[config.mk]
export PLATFORM = sky130hd
export DESIGN_NAME = srl_32_flat
export DESIGN_NICKNAME = d
export VERILOG_FILES = /design/src/rtl/srl_32_pkg.sv /design/src/rtl/srl_32_if.sv /design/src/rtl/srl_32_core.sv /design/src/rtl/srl_32.sv /design/src/flat_wrapper.sv
export SDC_FILE = /design/constraint.sdc
export NUM_CORES = 1
export LEC_CHECK = 0
export CELL_PAD_IN_SITES_DETAIL_PLACEMENT = 0
export CELL_PAD_IN_SITES_GLOBAL_PLACEMENT = 1
export CORE_UTILIZATION = 31
export CTS_CLUSTER_DIAMETER = 30
export DETAILED_ROUTE_END_ITERATION = 16
export PLACE_DENSITY_LB_ADDON = 0.05
export SLEW_MARGIN = 10
export SYNTH_ARGS = -nofsm -noshare
export SYNTH_HDL_FRONTEND = slang
export SYNTH_SLANG_ARGS = --single-unit
[constraint.sdc]
create_clock -name clk -period 1.05 [get_ports clk]
set_clock_uncertainty 0.2 [all_clocks]
set_input_delay 0.1575 -clock clk [delete_from_list [all_inputs] [get_ports clk]]
set_output_delay 0.1575 -clock clk [all_outputs]
set_load 0.01 [all_outputs]
[src/rtl/srl_32_pkg.sv]
// Shared ALU datapath constants and types.
// Holds widths, shamt field position and word/shamt typedefs.
package alu_pkg;
    localparam int WIDTH     = 32;
    localparam int SHAMT_LSB = 6;
    localparam int SHAMT_W   = 5;

    typedef logic [SHAMT_W-1:0] shamt_t;
    typedef logic [WIDTH-1:0]   word_t;
endpackage

[src/rtl/srl_32_if.sv]
// Operand/result bundle for the registered right shifter.
// Signals: A, B, in_valid (to DUT); res, out_valid, zero (from DUT).
interface srl_32_if;
    import alu_pkg::*;

    word_t A;
    word_t B;
    logic  in_valid;
    word_t res;
    logic  out_valid;
    logic  zero;

    modport master (
        output A, B, in_valid,
        input  res, out_valid, zero
    );

    modport slave (
        input  A, B, in_valid,
        output res, out_valid, zero
    );
endinterface

[src/rtl/srl_32_core.sv]
// Combinational 5-stage logarithmic barrel shifter, zero-fill right.
// Ports: a_i word in, shamt_i shift amount, res_o shifted word.
module srl_32_core
    import alu_pkg::*;
(
    input  word_t  a_i,
    input  shamt_t shamt_i,
    output word_t  res_o
);
    word_t stg [SHAMT_W+1];

    assign stg[0] = a_i;

    for (genvar k = 0; k < SHAMT_W; k++) begin : g_stage
        localparam int SH = 2 ** k;
        assign stg[k+1] = shamt_i[k] ? (stg[k] >> SH) : stg[k];
    end

    assign res_o = stg[SHAMT_W];
endmodule

[src/rtl/srl_32.sv]
// Registered 32-bit logical right shift, shamt taken from B[10:6].
// Ports: clk, rst (async high), bus (A, B, in_valid -> res, out_valid, zero).
module srl_32
    import alu_pkg::*;
(
    input  logic     clk,
    input  logic     rst,
    srl_32_if.slave  bus
);
    shamt_t shamt;
    word_t  shifted;

    word_t  res_q, res_d;
    logic   zero_q, zero_d;
    logic   valid_q, valid_d;

    // Only the shamt field of B is consumed; the rest is dropped here.
    logic   unused_b;
    assign unused_b = ^{bus.B[WIDTH-1:SHAMT_LSB+SHAMT_W],
                        bus.B[SHAMT_LSB-1:0]};

    assign shamt = bus.B[SHAMT_LSB +: SHAMT_W];

    srl_32_core u_core (
        .a_i     (bus.A),
        .shamt_i (shamt),
        .res_o   (shifted)
    );

    always_comb begin
        res_d   = res_q;
        zero_d  = zero_q;
        valid_d = 1'b0;
        if (bus.in_valid) begin
            res_d   = shifted;
            zero_d  = (shifted == '0);
            valid_d = 1'b1;
        end
    end

    always_ff @(posedge clk or posedge rst) begin
        if (rst) begin
            res_q   <= '0;
            zero_q  <= 1'b1;
            valid_q <= 1'b0;
        end else begin
            res_q   <= res_d;
            zero_q  <= zero_d;
            valid_q <= valid_d;
        end
    end

    assign bus.res       = res_q;
    assign bus.zero      = zero_q;
    assign bus.out_valid = valid_q;
endmodule

[src/flat_wrapper.sv]
// flat-port wrapper written by rule: the top's interface ports become plain ports
module srl_32_flat import alu_pkg::*;
  (clk, rst, bus_A, bus_B, bus_in_valid, bus_res, bus_out_valid, bus_zero);
  srl_32_if bus_i ();
  input  logic clk;
  input  logic rst;
  input wire logic [$bits(bus_i.A)-1:0] bus_A;
  input wire logic [$bits(bus_i.B)-1:0] bus_B;
  input wire logic [$bits(bus_i.in_valid)-1:0] bus_in_valid;
  output wire logic [$bits(bus_i.res)-1:0] bus_res;
  output wire logic [$bits(bus_i.out_valid)-1:0] bus_out_valid;
  output wire logic [$bits(bus_i.zero)-1:0] bus_zero;
  assign bus_i.A = bus_A;
  assign bus_i.B = bus_B;
  assign bus_i.in_valid = bus_in_valid;
  assign bus_res = bus_i.res;
  assign bus_out_valid = bus_i.out_valid;
  assign bus_zero = bus_i.zero;
  srl_32 u_core (.clk(clk), .rst(rst), .bus(bus_i));
endmodule
======== Yosys cells after proc, flatten, opt, wreduce, memory -nomap -nowiden ========
Cells that the tools add are included.
cells by class
  reduce and logical (&&, ||, !) cells .... 1
  multiplexer cells ....................... 6
operators by type and width
  kind               number
  $mux W32           5
  $logic_not A32 Y1  1
  $mux W1            1
storage, ports and cells
  input bits .............................. 67
  word-level logic and storage cells ...... 10
  output and inout bits ................... 34
  bits in registers ....................... 34

======== Depth between registers and ports, before layout ========
Gate-level depths: netlist of run 1.
  word-level depth ........................ 6
  depth in mapped cells ................... 10
  depth with buffers taken out ............ 7

======== Cells and area by module ========
A second synthesis of run 1 with hierarchy kept.
unflattened totals
  cells, all modules ...................... 276
  area, all modules ....................... 3110.5 sq um
by module, submodules not included
  module       cells each  area each (sq um)  times used  seq. area each (sq um)
  srl_32_core  192         1778.0             1           0.0
  srl_32       84          1332.5             1           852.1

======== Least setup slack after synthesis of run 1 ========
OpenSTA, ideal clock, no wires.
  kind .................................... input port to flip-flop
  from .................................... input port bus_B[8]
  to ...................................... register u_core.zero_q (netlist: u_core.bus.zero)
  setup time .............................. 89 ps
  arrival ................................. 2167 ps
  stages .................................. 8
  path slack .............................. -1406 ps
  cell sequence ........................... clkbuf_1 > clkbuf_1 > mux4_2 > o21ai_0 > a41oi_1 > o31ai_2 > nand4_1 > o32ai_2
between the ends
  longest elaborated chain between the ends .. 4
RTL lines
  element                RTL line           text
  start, declared        flat_wrapper.sv:8  input wire logic [$bits(bus_i.B)-1:0] bus_B;
  $mux W32 (3 in a row)  srl_32_core.sv:16  assign stg[k+1] = shamt_i[k] ? (stg[k] >> SH) : stg[k];
  $logic_not A32 Y1      srl_32.sv:36       zero_d = (shifted == '0);
  end signal, assigned   srl_32.sv:48       zero_q <= zero_d;
  end, declared          srl_32.sv:14       logic zero_q, zero_d;
Every way passes these cells.
A chain may end at the register's enable or synchronous reset.

======== Worst setup path after layout of run 1 ========
  from .................................... input port bus_B[7]
  to ...................................... register u_core.zero_q (netlist: u_core.bus.zero)
between the ends
  longest elaborated chain between the ends .. 5
RTL lines
  element                RTL line
  $mux W32 (4 in a row)  srl_32_core.sv:16
  $logic_not A32 Y1      srl_32.sv:36
Every way passes these cells.

==> summary.md, run 1 <==
| Metric | Value |
|---|---|
| Synth Area in Compound Gates | 0.193 |
| Drt drc | 0 |
| Clock slew at reported path FFs | ~70 ps |
| CTS tree | yes |
| Static leakage power | around 2.7 nW |
| Final cell count without fillers | 673 |
| Net count after synthesis | around 370 |
| Initial core utilization | 0.323 |
| Vias per cell | about 5.2 |
| I/O pins | 101 |
| Hold Path Stages | 2 |
| Synth Instances | 306 |
| CP cell instances | buf_12, buf_8, mux4_2, mux2_4, o21ai_4, nand4b_1, o31ai_4, nand4_1, o32ai_2 |
| Tot Pwr | between 0.005 and 0.006 W |
| Iteration-0 DRC Markers | around 150 |
| Synth Area in Adders | 0 |
| Sink Count | 34 |
| IO buf count | 73 |
| Seq pwr share | 0.269 |
| Initial antenna violation count | 0 |
| Core Util, Final | 0.639 |
| Largest net degree at the start of global routing | 23 |
| Period utilisation layout | 2.11 |
| HPWL Detailed | 8.41 mm |
| Max_slew headroom | 0.744 |
| Share of layout cells above drive strength 1 | 0.700 |
| First-pass GRT wire length | 18.4 mm |
| HP Class | in -> reg |
| Proportion of synthesized area in mux cells | 0.334 |
| Root Buffer | clkbuf_8 |
| RSZ-0062 raised after global routing | yes |
| Simple-gate area share of the yosys netlist | 0.114 |
| Reg2reg setup slack | -80 ps |
| CP peak stage delay | 500 ps |
| Commonest non-fill, non-tap cell in the layout | buf_4 |
| Peak supply drop | roughly 0.0006 V |
| Pins over their slew limit | 0 |
| Antenna-violating nets left | 0 |
| # fillers | slightly below 800 |
| Std-Cell Rows | 35 |
| Worst Tran Pin Value | 382 ps |
| Worst-case reg-to-reg path depth | 3 |
| GP Congestion | approximately 0.92 |
| Detailed Routing Iterations Pass 1 | 4 |
| Internal power | between 0.003 and 0.004 W |
| Failing checks | setup timing |
| Clk buf depth | 2 |
| Largest family of logic cells by synthesized area | multiplexers |
| Number of antenna diodes | 0 |
| Pre-CTS WS | -1750 ps |
| Startpoint of the worst-slack reg-to-reg timing path | u_core.bus.res[11]$_DFFE_PP0P_ |
| Comb pwr share | 0.552 |
| WL/cell | around 17 um |
| Most frequent cells in the layout | buf_4, buf_6, buf_2 |
| Synth Flop Type | dfrtp_1 |
| Core area | roughly 0.0093 mm^2 |
| Fin crit period | about 2200 ps |
| Die H | approximately 100 um |
| Clk pwr share | 0.179 |
| Setup Viol. Count Final | 67 |
| Worst setup EP type | register |
| Skew-Pair Late Insertion Delay | ~280 ps |
| CTS Buf Count | 5 |
| Switch share | 0.337 |
| Hold path endpoint | u_core.bus.out_valid$_DFF_PP0_ |
| Post-synth EDFFs | 0 |
| Status | complete, but fails checks |
| DIE AREA | slightly above 0.01 mm^2 |
| Seq/Total Area, Yosys | 0.283 |
| Yosys cell types | 54 |
| Placed Cells | about 600 |
| Yosys warning total | 0 |
| Critical Path RT | about 1000 ps |
| Vias | about 3500 |
| Yosys reg bits | 34 |
| CP Data Arrival Time | 2210 ps |
| FF-to-FF End | u_core.bus.res[11]$_DFFE_PP0P_ |
| Setup ws final | -1160 ps |
| Final net count | 610 |
| Die span in x | slightly above 100 um |
| Vias in the first global route | around 3500 |
| Tot GR Track Use | 0.234 |
| Async SR Flop Fraction | 1.00 |
| Critical path's slowest cell | mux4_2 |
| Max H-tree Level | 2 |
| Syn Std Cell Area | between 0.003 and 0.004 mm^2 |
| Critical Path Start Type | primary input |
| Fmax | 452 MHz |
| Fin. Hold Viols | 0 |
| WL final | 11.7 mm |
| MaxCap Viol Count | 0 |
| HP Start | bus_in_valid |
| Total grt overflow | 0 |
| Pwr/cell area | 939 mW/mm^2 |
| Switch Pwr | 0.00189 W |
| Avg Inst Size Synth | just under 10 um^2 |
| Area delta synth->final | 98.0% |
| Xor-xnor portion of the synthesized cell area | 0 |
| WS Path Type | in -> reg |
| Crit path max fanout | 7 |
-- power by group through the flow --
stage	sequential, W	clock (W)	combinational (W)
3_5_place_dp	0.00154	0	0.00234
5_1_grt	0.00152	0.00108	0.00328
4_1_cts	0.00151	0.00104	0.00274
3_3_place_gp	0.00153	0	0.00234
2_1_floorplan	0.00160	0	0.00102
6_report	0.00151	0.00100	0.00309
-- cells by family (layout without fill, tap and decap cells) --
group | Yosys count | count (layout)
compound gates | 84 | 84
flops | 34 | 34
mux | 61 | 61
simple gates | 77 | 77
buf+inv | 50 | 288
-- registers in the layout, summed over array words and instances, names as in the netlist --
register              cells
u_core.bus.out_valid      1
u_core.bus.zero           1
u_core.bus.res           32
-- what timing repair did --
| item | in CTS | in global routing |
|---|---|---|
| setup endpoints to repair | 67 | 67 |
| gates resized for setup | 339 | 72 |
| cloned | 2 | 1 |
| hold buffers | 0 | 0 |
| pin swaps | 41 | 24 |
| setup buffers | 45 | 28 |
-- critical path: cells and delay by family --
family	cells	cell delay, ps
buf+inv	2	210
mux	2	820
compound gates	3	700
simple gates	2	310
-- layer usage --
layer	vias to the layer above	GRT usage	part of all wire
met1	1730	0.303	0.43
met2	118	0.407	0.51
met5	-	0	0
met4	0	0.0903	0.023
li1	1636	-	-
met3	21	0.0194	0.034
-- synth_stat cells, types with 2 or more instances --
cell,number,share of area
dfrtp_1,33,0.27
nor2_1,33,0.041
a21oi_1,26,0.043
nand2_1,25,0.031
inv_1,24,0.030
mux2i_1,21,0.070
o22ai_1,20,0.042
mux4_2,18,0.13
clkbuf_1,13,0.016
mux2_2,11,0.041
mux4_1,9,0.079
buf_2,7,0.012
o21ai_0,6,0.010
nor3_1,4,0.0067
o211ai_1,4,0.010
a211oi_1,3,0.0075
o32ai_1,3,0.0087
a22oi_1,2,0.0050
a31oi_1,2,0.0042
and2_1,2,0.0042
and3_1,2,0.0042
buf_1,2,0.0025
buf_6,2,0.0075
nand4_1,2,0.0042
o21a_1,2,0.0050
o22a_1,2,0.0058
-- stage by stage --
stage / instance area, um^2 / hold slack (ps) / TNS, ps
floorplan: 3140 / -102 / -22900
global placement: 4810 / 265 / -47720
detailed placement: 4810 / 277 / -48290
CTS: 5490 / 1.23 / -27230
global route: 5960 / 10.9 / -30790
finish: 5960 / 16.6 / -28590
-- final cells by class --
| class | count | area [um^2] | share of cell area |
|---|---|---|---|
| Timing Repair Buffer | 255 | 2220 | 0.372 |
| Sequential cell | 34 | 852 | 0.143 |
| Clock buffer | 6 | 82.6 | 0.0139 |
| Inverter | 25 | 101 | 0.0170 |
| Tap cell | 129 | 161 | 0.0271 |
| Clock inverter | 2 | 12.5 | 0.00210 |
| Multi-Input combinational cell | 222 | 2530 | 0.425 |
-- how the worst max path moves through the flow --
stage / from / end / slack [ps] / cells after the start
after detailed placement: bus_B[8] / u_core.bus.zero$_DFFE_PP1P_ / -1750 / 9
after global routing: bus_B[7] / u_core.bus.zero$_DFFE_PP1P_ / -1230 / 9
after global placement: bus_B[8] / u_core.bus.zero$_DFFE_PP1P_ / -1710 / 9
after floorplan: bus_B[7] / u_core.bus.zero$_DFFE_PP1P_ / -1250 / 9
final: bus_B[7] / u_core.bus.zero$_DFFE_PP1P_ / -1160 / 9
after CTS: bus_B[7] / u_core.bus.zero$_DFFE_PP1P_ / -1150 / 9
Note: power is estimated with default switching activity, not from simulation.
==> run 2: changes to the inputs <==
--- a/config.mk
+++ b/config.mk
@@ -7,10 +7,11 @@
 export LEC_CHECK = 0
 export CELL_PAD_IN_SITES_DETAIL_PLACEMENT = 0
 export CELL_PAD_IN_SITES_GLOBAL_PLACEMENT = 1
-export CORE_UTILIZATION = 31
+export CORE_UTILIZATION = 35
 export CTS_CLUSTER_DIAMETER = 30
 export DETAILED_ROUTE_END_ITERATION = 16
 export PLACE_DENSITY_LB_ADDON = 0.05
+export REMOVE_ABC_BUFFERS = 1
 export SLEW_MARGIN = 10
 export SYNTH_ARGS = -nofsm -noshare
 export SYNTH_HDL_FRONTEND = slang
==> constraint.sdc (replaced) <==
create_clock -name clk -period 2.2 [get_ports clk]
set_clock_uncertainty 0.2 [all_clocks]
set_input_delay 0.33 -clock clk [delete_from_list [all_inputs] [get_ports clk]]
set_output_delay 0.33 -clock clk [all_outputs]
set_load 0.01 [all_outputs]
==> run 2 against run 1 <==
Against the previous run:
- the run still ends with setup timing left
- non-clock buffer count decreased by 55
- final cell count shrank 12%
- setup slack better by 1000 ps
- sequential share of layout area is 2.6 points higher
- clock power shrank 53%
- wire length fell by 12%
- design area down 15%
- hold slack better by 200 ps
- highest routed layer unchanged
==> summary.md, run 2 (synthesized netlist as in run 1, its figures left out) <==
| Metric | Value |
|---|---|
| Initial core utilization | 0.364 (+0.0418) |
| Dpl cell area | 0.00458 mm^2 (-4.8%) |
| Die span in x | 94.7 um (-5.8%) |
| Hold path endpoint | u_core.bus.res[14]$_DFFE_PP0P_ |
| Antenna-violating nets left | 0 (unchanged) |
| Pins over their slew limit | 0 (unchanged) |
| Startpoint of the worst-slack reg-to-reg timing path | u_core.bus.res[18]$_DFFE_PP0P_ |
| WL met2 | 4.99 mm (-17%) |
| Fin. Hold Viols | 0 (unchanged) |
| Vias in the first global route | 3204 (-9.7%) |
| WS Path Type | in -> reg |
| Number of flip-flops in the largest register | 32 (unchanged) |
| DIE AREA | 0.00897 mm^2 (-11%) |
| I/O pins | 101 (unchanged) |
| Worst-case reg-to-reg path depth | 2 (-1) |
| First-pass GRT wire length | 16.3 mm (-12%) |
| Crit path max fanout | 4 (-3) |
| Wire length on met1 | 4.53 mm (-10%) |
| Std-Cell Rows | 33 (-5.7%) |
| Fin crit period | 2360 ps |
| RSZ-0062 raised after global routing | yes |
| Skew-Pair Late Insertion Delay | 270 ps (about the same) |
| Clk buf depth | 2 (unchanged) |
| Pre-CTS WS | -840 ps (+913 ps) |
| Largest net degree at the start of global routing | 35 (+52%) |
| WL final | 10.2 mm (-12%) |
| Most frequent cells in the layout | buf_4, clkdlybuf4s50_1, dfrtp_1 |
| HP Class | in -> reg |
| Root Buffer | clkbuf_8 |
| # fillers | 748 (-5.7%) |
| DR WL met3 | 515 um (+30%) |
| Share of layout cells above drive strength 1 | 0.460 (-0.240) |
| CTS tree | yes |
| Setup crit start | bus_A[21] |
| Core Util, Final | 0.612 (-0.0272) |
| Final net count | 555 (-9.0%) |
| MaxCap Viol Count | 0 (unchanged) |
| Vias | 3206 (-8.5%) |
| CP Data Arrival Time | 2360 ps (+150 ps) |
| Worst Tran Pin Value | 430 ps (+47.9 ps) |
| Setup Viol. Count Final | 2 (-97%) |
| Clock slew at reported path FFs | 70 ps (about the same) |
| Hold Path Stages | 2 (unchanged) |
| CTS Buf Count | 5 (unchanged) |
| Setup ws final | -161 ps (+1000 ps) |
| Failing checks | setup timing |
| FF-to-FF End | u_core.bus.res[18]$_DFFE_PP0P_ |
| Static leakage power | 2.20 nW (-17%) |
| Vias per cell | 5.40 (+3.6%) |
| Area delta synth->final | 67.9% |
| Status | complete, but fails checks |
| Design area | 0.00505 mm^2 (-15%) |
| GP Congestion | 0.921 (-0.36%) |
| Commonest non-fill, non-tap cell in the layout | buf_4 |
| Core area | 0.00826 mm^2 (-11%) |
| Number of antenna diodes | 0 (unchanged) |
| Critical Path RT | 2200 ps (+1160 ps) |
| Drt drc | 0 (unchanged) |
| Max_slew headroom | 0.713 (-0.0308) |
| Iteration-0 DRC Markers | 136 (-6.8%) |
| Period utilisation layout | 1.07 |
| Reg2reg setup slack | 1190 ps (+1270 ps) |
| Sink Count | 34 (unchanged) |
| Hold slack | 212 ps (+195 ps) |
| Fmax | around 420 MHz |
| Critical Path Start Type | primary input |
| Die H | 94.7 um (-5.8%) |
| TNS Setup | -210 ps (+28380 ps) |
| Detailed Routing Iterations Pass 1 | 4 (unchanged) |
| Pwr/cell area | 470 mW/mm^2 (-50%) |
| Total grt overflow | 0 (unchanged) |
| IO buf count | 73 (unchanged) |
| Peak supply drop | 0.000246 V (-59%) |
| HP Start | bus_in_valid |
| HPWL Detailed | 8.08 mm (-3.9%) |
| Worst setup EP type | register |
| DR top layer | met4 |
| Tot GR Track Use | 0.241 (+0.00634) |
| Max H-tree Level | 2 (unchanged) |
| WL/cell | 17.2 um (-0.78%) |
| Initial antenna violation count | 0 (unchanged) |
run 2: how the worst max path moves through the flow:
stage                     cells past startpoint                           to  slack, ps
after floorplan                               7  u_core.bus.zero$_DFFE_PP1P_       -150
after global placement                        9  u_core.bus.zero$_DFFE_PP1P_       -850
after detailed placement                      9  u_core.bus.zero$_DFFE_PP1P_       -840
after CTS                                     9  u_core.bus.zero$_DFFE_PP1P_       -140
after global routing                          8  u_core.bus.zero$_DFFE_PP1P_       -210
final                                         8  u_core.bus.zero$_DFFE_PP1P_       -160
run 2: critical path, stage by stage:
cell	delay [ps]
clkdlybuf4s15_1	230
mux4_2	500
mux2_4	290
buf_4	160
nand4b_1	180
o31ai_2	310
nand4_1	160
o32ai_2	210
run 2: final cells by class:
cell class | instances | area, um^2 | area share
clock buffers | 7 | 86.3 | 0.0171
inverters | 25 | 97.6 | 0.0193
clock inverters | 1 | 5.00 | 0.000991
well taps | 105 | 131 | 0.0260
multi-input cells | 222 | 2100 | 0.417
repair buffers | 200 | 1770 | 0.351
flip-flops and latches | 34 | 852 | 0.169
run 2: where the power goes:
group | leakage, nW | internal, W | switching [W]
clock network | 0.0482 | 0.000252 | 0.000214
registers | 0.423 | 0.000689 | 0.0000325
logic | 1.73 | 0.000673 | 0.000514
run 2: per-layer routing:
metal	track usage	vias up
met5	0	-
met4	0.0758	0
met3	0.0266	12
met2	0.413	134
met1	0.317	1537
li1	-	1523
run 2: stage by stage:
stage / cells / total power, W
2_1_floorplan: 281 / 0.00114
3_3_place_gp: 564 / 0.00176
3_5_place_dp: 564 / 0.00177
4_1_cts: 591 / 0.00235
5_1_grt: 594 / 0.00251
6_report: 594 / 0.00237
run 2: repair_timing:
item / CTS / global route
endpoints found under the setup margin: 21 / 10
hold buffers: 0 / 0
cloned: 1 / 0
setup buffers: 18 / 4
pin swaps: 19 / 6
gates resized for setup: 106 / 29
